## src/rtl/uart_tx_fifo.sv

```systemverilog
// Byte-wide transmit FIFO feeding a configurable UART serializer (5-8 data bits,
// optional even/odd parity, 1 or 2 stop bits). Frames are sent back-to-back while data is queued.
module uart_tx_fifo #(
  parameter int CLK_FREQ   = 50_000_000,
  parameter int BAUD_RATE  = 9600,
  parameter int FIFO_DEPTH = 4
) (
  input  logic                          clk,
  input  logic                          rstn,
  input  logic                          tx_valid,
  input  logic [7:0]                    tx_data,
  output logic                          tx_ready,
  input  logic [1:0]                    cfg_data_bits,
  input  logic                          cfg_parity_en,
  input  logic                          cfg_parity_odd,
  input  logic                          cfg_stop2,
  output logic                          tx_line,
  output logic                          tx_busy,
  output logic [$clog2(FIFO_DEPTH):0]   fifo_level
);

  localparam int BIT_CYC = CLK_FREQ / BAUD_RATE;
  localparam int CNT_W   = (BIT_CYC > 1) ? $clog2(BIT_CYC) : 1;
  localparam int PTR_W   = $clog2(FIFO_DEPTH);
  localparam int LVL_W   = PTR_W + 1;

  localparam logic [CNT_W-1:0] CNT_LAST = CNT_W'(BIT_CYC - 1);
  localparam logic [LVL_W-1:0] LVL_FULL = LVL_W'(FIFO_DEPTH);

  typedef enum logic [2:0] {
    S_IDLE,
    S_START,
    S_DATA,
    S_PARITY,
    S_STOP
  } state_t;

  // ---------------------------------------------------------------- FIFO
  logic [7:0]       mem [FIFO_DEPTH];
  logic [PTR_W-1:0] wr_ptr, rd_ptr;
  logic [LVL_W-1:0] level;
  logic             push, pop;
  logic [7:0]       head;

  // Readiness comes from the registered level only, so a pop in the same cycle never admits a write.
  assign tx_ready   = (level != LVL_FULL);
  assign push       = tx_valid && tx_ready;
  assign head       = mem[rd_ptr];
  assign fifo_level = level;

  // NOTE: sequential state uses non-blocking (<=) so every register samples pre-edge values.
  always_ff @(posedge clk or negedge rstn) begin
    if (!rstn) begin
      wr_ptr <= '0;
      rd_ptr <= '0;
      level  <= '0;
    end else begin
      if (push) wr_ptr <= wr_ptr + PTR_W'(1);
      if (pop)  rd_ptr <= rd_ptr + PTR_W'(1);
      level <= level + LVL_W'(push) - LVL_W'(pop);
    end
  end

  // NOTE: storage is deliberately not reset; the pointers and level alone define what is valid.
  always_ff @(posedge clk) begin
    if (push) mem[wr_ptr] <= tx_data;
  end

  // ---------------------------------------------------------------- serializer
  state_t           state_q, state_d;
  logic [CNT_W-1:0] cnt_q, cnt_d;
  logic [2:0]       bit_q, bit_d;
  logic [2:0]       last_q, last_d;
  logic [7:0]       shift_q, shift_d;
  logic             par_en_q, par_en_d;
  logic             par_bit_q, par_bit_d;
  logic             stop2_q, stop2_d;
  logic             stop_q, stop_d;
  logic             line_q, line_d;
  logic [7:0]       data_mask;

  assign data_mask = 8'hFF >> (2'd3 - cfg_data_bits);
  assign tx_line   = line_q;
  assign tx_busy   = (state_q != S_IDLE);

  always_ff @(posedge clk or negedge rstn) begin
    if (!rstn) begin
      state_q   <= S_IDLE;
      cnt_q     <= '0;
      bit_q     <= '0;
      last_q    <= '0;
      shift_q   <= '0;
      par_en_q  <= 1'b0;
      par_bit_q <= 1'b0;
      stop2_q   <= 1'b0;
      stop_q    <= 1'b0;
      line_q    <= 1'b1;
    end else begin
      state_q   <= state_d;
      cnt_q     <= cnt_d;
      bit_q     <= bit_d;
      last_q    <= last_d;
      shift_q   <= shift_d;
      par_en_q  <= par_en_d;
      par_bit_q <= par_bit_d;
      stop2_q   <= stop2_d;
      stop_q    <= stop_d;
      line_q    <= line_d;
    end
  end

  always_comb begin
    // NOTE: every output of this block gets a default first, so no path can infer a latch.
    state_d   = state_q;
    cnt_d     = cnt_q;
    bit_d     = bit_q;
    last_d    = last_q;
    shift_d   = shift_q;
    par_en_d  = par_en_q;
    par_bit_d = par_bit_q;
    stop2_d   = stop2_q;
    stop_d    = stop_q;
    line_d    = line_q;
    pop       = 1'b0;

    if (state_q == S_IDLE) begin
      line_d = 1'b1;
      cnt_d  = '0;
      pop    = (level != '0);
    end else begin
      cnt_d = cnt_q + CNT_W'(1);
      if (cnt_q == CNT_LAST) begin
        cnt_d = '0;
        case (state_q)
          S_START: begin
            state_d = S_DATA;
            bit_d   = '0;
            line_d  = shift_q[0];
          end
          S_DATA: begin
            if (bit_q == last_q) begin
              if (par_en_q) begin
                state_d = S_PARITY;
                line_d  = par_bit_q;
              end else begin
                state_d = S_STOP;
                stop_d  = 1'b0;
                line_d  = 1'b1;
              end
            end else begin
              bit_d   = bit_q + 3'd1;
              shift_d = shift_q >> 1;
              line_d  = shift_q[1];
            end
          end
          S_PARITY: begin
            state_d = S_STOP;
            stop_d  = 1'b0;
            line_d  = 1'b1;
          end
          S_STOP: begin
            if (stop2_q && !stop_q) begin
              stop_d = 1'b1;
            end else if (level != '0) begin
              pop = 1'b1;
            end else begin
              state_d = S_IDLE;
              line_d  = 1'b1;
            end
          end
          default: state_d = S_IDLE;
        endcase
      end
    end

    // Starting a frame latches the configuration so mid-frame changes cannot disturb it.
    if (pop) begin
      state_d   = S_START;
      cnt_d     = '0;
      line_d    = 1'b0;
      shift_d   = head;
      last_d    = 3'd4 + {1'b0, cfg_data_bits};
      par_en_d  = cfg_parity_en;
      par_bit_d = (^(head & data_mask)) ^ cfg_parity_odd;
      stop2_d   = cfg_stop2;
    end
  end

endmodule

```

## config.mk

```make
export PLATFORM = sky130hd
export DESIGN_NAME = uart_tx_fifo
export DESIGN_NICKNAME = d
export VERILOG_FILES = /design/src/rtl/uart_tx_fifo.sv
export SDC_FILE = /design/constraint.sdc
export NUM_CORES = 1
export LEC_CHECK = 0
export ABC_AREA = 0
export BUFFER_PORTS_ARGS = -buffer_cell sky130_fd_sc_hd__buf_2
export CELL_PAD_IN_SITES_DETAIL_PLACEMENT = 0
export CELL_PAD_IN_SITES_GLOBAL_PLACEMENT = 1
export CORE_MARGIN = 2
export CORE_UTILIZATION = 40
export CTS_BUF_LIST = sky130_fd_sc_hd__clkbuf_16
export CTS_CLUSTER_SIZE = 12
export DETAILED_ROUTE_END_ITERATION = 10
export PLACE_DENSITY_LB_ADDON = 0.1
export SYNTH_ARGS = -nofsm -noshare
export SYNTH_HDL_FRONTEND = slang
export SYNTH_SLANG_ARGS = --single-unit
```

## constraint.sdc

```tcl
create_clock -name clk -period 2.54 [get_ports clk]
set_input_delay 0.381 -clock clk [delete_from_list [all_inputs] [get_ports clk]]
set_output_delay 0.381 -clock clk [all_outputs]
set_load 0.03 [all_outputs]
```

==> flow_summary.json, run 1 <==
{
  "status": "complete, no violations",
  "seqPwrFrac_pct": 44.8,
  "grt_max_degree": 43,
  "setup_violations": 0,
  "p_per_area_nw_per_um2": 816,
  "max-vdd-ir-drop_v": 0.000411,
  "antenna_found_initial": 0,
  "tightestPinTransition_ps": 542,
  "arrival_ps": 2720,
  "ys_types": 42,
  "crit_fanout": 3,
  "setup.worst_path.class": "reg -> reg",
  "netlist_area_sq_um": 3420,
  "insertion_delay_ps": 330,
  "cts_setup_buffers": 0,
  "drive_gt1_share_pct": 23.0,
  "yosysSeqAreaShare_pct": 58.9,
  "cp-start-kind": "flop",
  "stdcell_count": 423,
  "yosysWarnings": 0,
  "synth.top_cell.area_share_pct": 30.0,
  "finClkSkew_ps": 6.88,
  "clkSinkCount": 74,
  "drtAntennaViolNets": 0,
  "wl_per_cell_um": 15.3,
  "total_power_w": 0.00331,
  "htreeDepth": 3,
  "dp.final_hpwl_um": 4500,
  "p_int_w": 0.00240,
  "hold_viol": 0,
  "pwr-share-comb_pct": 15.8,
  "period_minus_slack_ps": 2510,
  "drt_iter0_drc": 86,
  "route.detailed.drc": 0,
  "post-place-cells": 407,
  "cp-end-kind": "flop",
  "cts_buffer_depth": 2,
  "synth_nets": 302,
  "final_nets": 338,
  "grt_pass1_wl_um": 10800,
  "clk_pin_slew_ps": 60,
  "synth_edf_count": 32,
  "area_growth_pct": 18.8,
  "start_util_pct": 41.4,
  "die_w_um": 96.4,
  "fmax_mhz": 399,
  "viasPerCell": 5.03,
  "swShare_pct": 27.4,
  "synth_seq_cells": 74,
  "p_switching_w": 0.000908,
  "nFillCells": 746,
  "fin_crit_sh_pct": 98.7,
  "slew_headroom_pct": 63.9,
  "via_count": 2128,
  "rows": 33,
  "final-seq-area_sq_um": 2010,
  "worstPathRequired_ps": 2760,
  "fp.dieH_um": 96.4,
  "diodes": 0,
  "async_reset_ff_share_pct": 56.8,
  "numCtsBuffers": 9,
  "first_pass_iters": 4,
  "core_area_sq_um": 8260,
  "cap_violations": 0,
  "cts_tree": "done",
  "maxSlewViolCount": 0,
  "ctsRootBufferMaster": "clkbuf_16",
  "holdBufCountCts": 0,
  "p_clk_share_pct": 39.4,
  "synthFlopType": "dfrtp_1",
  "rsz0062_at_grt": "yes",
  "grt_overflow": 0,
  "hp-class": "in -> async",
  "grt_pass1_vias": 2117,
  "track_usage_pct": 15.9,
  "synth_area_leader_cell": "dfrtp_1",
  "place.gp.congestion": 0.729,
  "io_buffers": 21,
  "drt-total-wl_um": 6470,
  "dieArea_sq_um": 9300,
  "synthTopCellsByArea": "dfrtp_1 (30%), edfxtp_1 (28%), xnor2_1 (4.6%), nor2_1 (3.5%), mux4_2 (3.3%)",
  "synthCells": 277,
  "syn-mean-instance-area_sq_um": 12.3,
  "power.leakage_nw": 1.67,
  "multi_input_area_sq_um": 1350,
  "ios": 22
}
flip-flops by register name (all words and copies together), names as in the netlist, 2 cells and up:
name and flops:
fifo_level 3, last_q 3, shift_q 8, mem 32, bit_q 3, wr_ptr 2
cnt_q 13, rd_ptr 2, state_q 3
cells in the mapped netlist (2+ instances only):
cell and count:
a21oi_1 11, buf_2 3, inv_1 9, nand3_1 8
buf_6 2, ha_1 8, mux2_2 2, mux4_1 3
nor2_1 32, mux4_2 5, xor2_1 8, edfxtp_1 32
and3_1 10, o21ai_0 7, o31ai_1 4, nand4_1 2
nand3b_1 2, dfrtp_1 41, nand2b_1 5, xnor2_1 18
mux2i_1 8, nor3_1 4, nand2_1 30, clkbuf_1 5
cell families after synthesis:
| kind of cell | share of synthesized area (%) |
|---|---|
| DFF | 58.9 |
| adders and majority gates | 3.52 |
| AOI/OAI and AO/OA | 5.09 |
| and+or+nand+nor | 13.8 |
| buffers and inverters | 2.89 |
| xor gates and xnor gates | 7.14 |
| muxes | 8.61 |
final cells by class:
class                      count  area share [%]
timing repair buffer          36            5.36
clock buffer                   9            5.55
inverter                      10           0.925
sequential                    74            49.6
tap                          105            3.24
multi-input combinational    182            33.3
clock inverter                 7            2.06
through the flow:
step / TNS [ps] / util (%) / hold WS, ps / cell area (sq um) / setup WS (ps)
2_1_floorplan: -124 / - / 85.4 / 3450 / -124
3_3_place_gp: 0 / 45.2 / 471 / 3730 / 41.4
3_5_place_dp: 0 / 45.2 / 471 / 3730 / 9.53
4_1_cts: 0 / 49.1 / 133 / 4050 / 36.2
5_1_grt: -48.6 / 49.2 / 179 / 4060 / -48.6
6_report: 0 / 49.2 / 115 / 4060 / 34.2
layout by cell type, fill, tap and decap left out, drive strengths merged, types with 5 or more instances in the layout:
cell type and n:
a21oi 11, and3 10, buf 36, clkbuf 9, dfrtp 41, edfxtp 32
ha 8, inv 14, mux2i 8, mux4 8, nand2 30, nand2b 5
nand3 8, nor2 32, o21ai 9, xnor2 19, xor2 8
what timing repair did:
item | CTS | global route
pin swaps | 0 | 1
setup endpoints to repair | 1 | 1
gates resized for setup | 1 | 2
gates cloned | 0 | 0
worst max-delay path: stages (launching register included):
cell	delay (ps)
dfrtp_1	410
nor4b_4	370
and3_4	260
nand2_2	50
a211o_1	270
inv_2	90
ha_4	130
inv_2	30
ha_4	150
fa_2	340
xor2_1	160
xnor2_1	130
path summary, 6_finish.rpt:
| path | cells after the start | startpoint | slack (ps) | to |
|---|---|---|---|---|
| worst max register to register | 11 | cnt_q[9] | 30 | fifo_level[2] |
| min in group clk | 3 | cfg_stop2 | 240 | stop2_q |
| worst min register to register | 2 | tx_line | 480 | tx_line |
| worst min-delay path | 2 | rstn | 120 | cnt_q[4] |
| max in group asynchronous | 2 | rstn | 2050 | tx_line |
| worst max-delay path | 11 | cnt_q[9] | 30 | fifo_level[2] |
layer usage:
metal / global-route usage, % / wire, um / vias up
met5: 0 / 0 / -
met4: 6.34 / 119 / 0
li1: - / - / 1053
met2: 24.8 / 3090 / 27
met1: 21.6 / 3110 / 1039
met3: 3.96 / 164 / 9
power groups by stage:
stage / Clock, W / Sequential [W] / Combinational [W]
3_3_place_gp: 0 / 0.00151 / 0.000533
2_1_floorplan: 0 / 0.00154 / 0.000344
3_5_place_dp: 0 / 0.00151 / 0.000533
5_1_grt: 0.00139 / 0.00150 / 0.000586
6_report: 0.00130 / 0.00149 / 0.000523
4_1_cts: 0.00134 / 0.00149 / 0.000534
Power figures use the tool's default switching activity.
==> inputs of run 2 (changes only) <==
--- a/config.mk
+++ b/config.mk
@@ -10,7 +10,7 @@
 export CELL_PAD_IN_SITES_DETAIL_PLACEMENT = 0
 export CELL_PAD_IN_SITES_GLOBAL_PLACEMENT = 1
 export CORE_MARGIN = 2
-export CORE_UTILIZATION = 40
+export CORE_UTILIZATION = 44
 export CTS_BUF_LIST = sky130_fd_sc_hd__clkbuf_16
 export CTS_CLUSTER_SIZE = 12
 export DETAILED_ROUTE_END_ITERATION = 10
==> run 2 against run 1 <==
Global-route usage is 1.2 points higher. Cell area is 0.15% higher. Fmax is 1.4% higher. Largest cell class unchanged. First-iteration DRC count is 23% higher. Routed wire length is 2.6% lower. Sequential power hardly changed. Critical endpoint unchanged. Register-to-register slack better by 30 ps. Clock power is 8% lower. Die area is 8.7% lower. Core utilization is 4.3 points higher. Non-clock buffer count is 5 higher. Sequential share of layout area is 0.076 points lower.
==> flow_summary.json, run 2 (synthesis results as in run 1) <==
{
  "status": "complete, no violations",
  "tightestPinTransition_ps": 963,
  "slowest_stage": "dfrtp_1",
  "largest_register_ffs": 32,
  "wl_per_cell_um": 14.8,
  "ios": 22,
  "drive_gt1_share_pct": 23.8,
  "path_cells": "ha_2 > and4bb_2 > and3_4 > nand2_1 > a211o_1 > inv_2 > ha_4 > inv_2 > ha_4 > fa_2 > xor2_1 > xnor2_1",
  "critPathTopFamily": "adder cells",
  "final_cell_mix": "dfrtp_1 (41), nor2_1 (32), edfxtp_1 (32), nand2_1 (30), buf_2 (21)",
  "largestRegisters": "mem x32, cnt_q x13, shift_q x8",
  "power.leakage_nw": 1.68,
  "hp-class": "in -> async",
  "area_growth_pct": 19.0,
  "regMostFlops": "mem",
  "fmax_mhz": 405,
  "cap_violations": 0,
  "worst_hold_slack_ps": 208,
  "cp-start-kind": "flop",
  "setup_violations": 0,
  "cp-end-kind": "flop",
  "timing.setup.tns_ps": 0,
  "clkSinkCount": 74,
  "period_minus_slack_ps": 2470,
  "first_pass_iters": 4,
  "crit_fanout": 3,
  "fin_crit_sh_pct": 97.3,
  "insertion_delay_ps": 330,
  "ff2ff_path_depth": 12,
  "cts_buffer_depth": 2,
  "setup.worst_path.class": "reg -> reg",
  "place.gp.congestion": 0.725,
  "via_count": 2113,
  "r2r_slack_ps": 70,
  "r2r-end": "fifo_level[2]",
  "dieArea_sq_um": 8490,
  "arrival_ps": 2680,
  "start_util_pct": 44.9,
  "route.detailed.drc": 0,
  "grt_overflow": 0,
  "rows": 32,
  "viasPerCell": 4.97,
  "htreeDepth": 3,
  "mostFrequentLayoutCell": "dfrtp_1",
  "ctsRootBufferMaster": "clkbuf_16",
  "drt-total-wl_um": 6310,
  "maxSlewViolCount": 0,
  "max-vdd-ir-drop_v": 0.000470,
  "drt_iter0_drc": 106,
  "diodes": 0,
  "finClkSkew_ps": 8.44,
  "cp_num_buf_inv": 2,
  "io_buffers": 21,
  "rr_startpoint": "cnt_q[1]",
  "drtAntennaViolNets": 0,
  "die_w_um": 92.1,
  "core_area_sq_um": 7610,
  "final_core_utilization_pct": 53.5,
  "cts_tree": "done",
  "slew_headroom_pct": 35.8,
  "worstPathRequired_ps": 2750,
  "hold_viol": 0,
  "grt_pass1_vias": 2313,
  "max_stage_delay_ps": 370,
  "antenna_found_initial": 0,
  "holdBufCountCts": 0,
  "clk_pin_slew_ps": 60,
  "final_nets": 343,
  "grt_pass1_wl_um": 11300,
  "dp.final_hpwl_um": 4520,
  "grt_max_degree": 43,
  "rsz0062_at_grt": "yes",
  "track_usage_pct": 17.2,
  "fp.dieH_um": 92.1,
  "p_per_area_nw_per_um2": 786,
  "numCtsBuffers": 9
}
[run 2: cell types whose count changed in the layout (fill, tap and decap cells not counted)]
cell / before / now
nand2_2: 1 / 0
nand2_1: 29 / 30
inv_6: 3 / 4
inv_8: 1 / 0
bufinv_16: 1 / 0
clkinvlp_4: 1 / 2
buf_4: 15 / 20
[run 2: layer usage]
layer  share of wire [%]  GRT usage [%]  wire length, um  vias to the layer above
li1                    -              -                -                     1064
met4                 1.5           6.59               93                        0
met2                  48           27.8             3020                       24
met1                  48           22.8             3060                     1016
met5                   0              0                0                        -
met3                 2.2           3.70              138                        9
[run 2: repair_timing]
| action | 4_1_cts | 5_1_grt |
|---|---|---|
| buffers inserted | 0 | 4 |
| gates resized for setup | 1 | 1 |
| pin swaps | 0 | 2 |
| endpoints found under the hold margin | 0 | 0 |
| endpoints found under the setup margin | 1 | 1 |
[run 2: metrics by stage]
step | setup slack, ps | instances | cell area (sq um) | power [W]
2_1_floorplan | -124 | 277 | 3450 | 0.00188
3_3_place_gp | 88.0 | 405 | 3740 | 0.00203
3_5_place_dp | 19.4 | 405 | 3740 | 0.00205
4_1_cts | 30.9 | 421 | 4030 | 0.00324
5_1_grt | -49.8 | 425 | 4070 | 0.00337
6_report | 68.8 | 425 | 4070 | 0.00320
[run 2: area by class of cell]
| cell class | count | area, sq um |
|---|---|---|
| fillers | 681 | 3540 |
| flip-flops and latches | 74 | 2010 |
| multi-input cells | 182 | 1350 |
| repair buffers | 41 | 255 |
| clock buffers | 9 | 225 |
| well taps | 102 | 128 |
| clock inverters | 7 | 58.8 |
| inverters | 10 | 37.5 |
[run 2: report_power, final]
part	switching, W	internal (W)	total (W)	leakage (nW)
clock	0.000515	0.000676	0.00119	0.133
sequential	0.0000704	0.00141	0.00148	0.810
combinational	0.000310	0.000215	0.000524	0.737
[run 2: how the worst max path moves through the flow]
stage	startpoint	cells after the start	slack, ps	end
detailed placement	cnt_q[8]	11	20	fifo_level[2]
global route	cnt_q[1]	12	-50	fifo_level[2]
CTS	cnt_q[1]	12	30	fifo_level[2]
finish	cnt_q[1]	12	70	fifo_level[2]
global placement	cnt_q[8]	11	90	fifo_level[2]
floorplan	cnt_q[0]	13	-120	fifo_level[2]
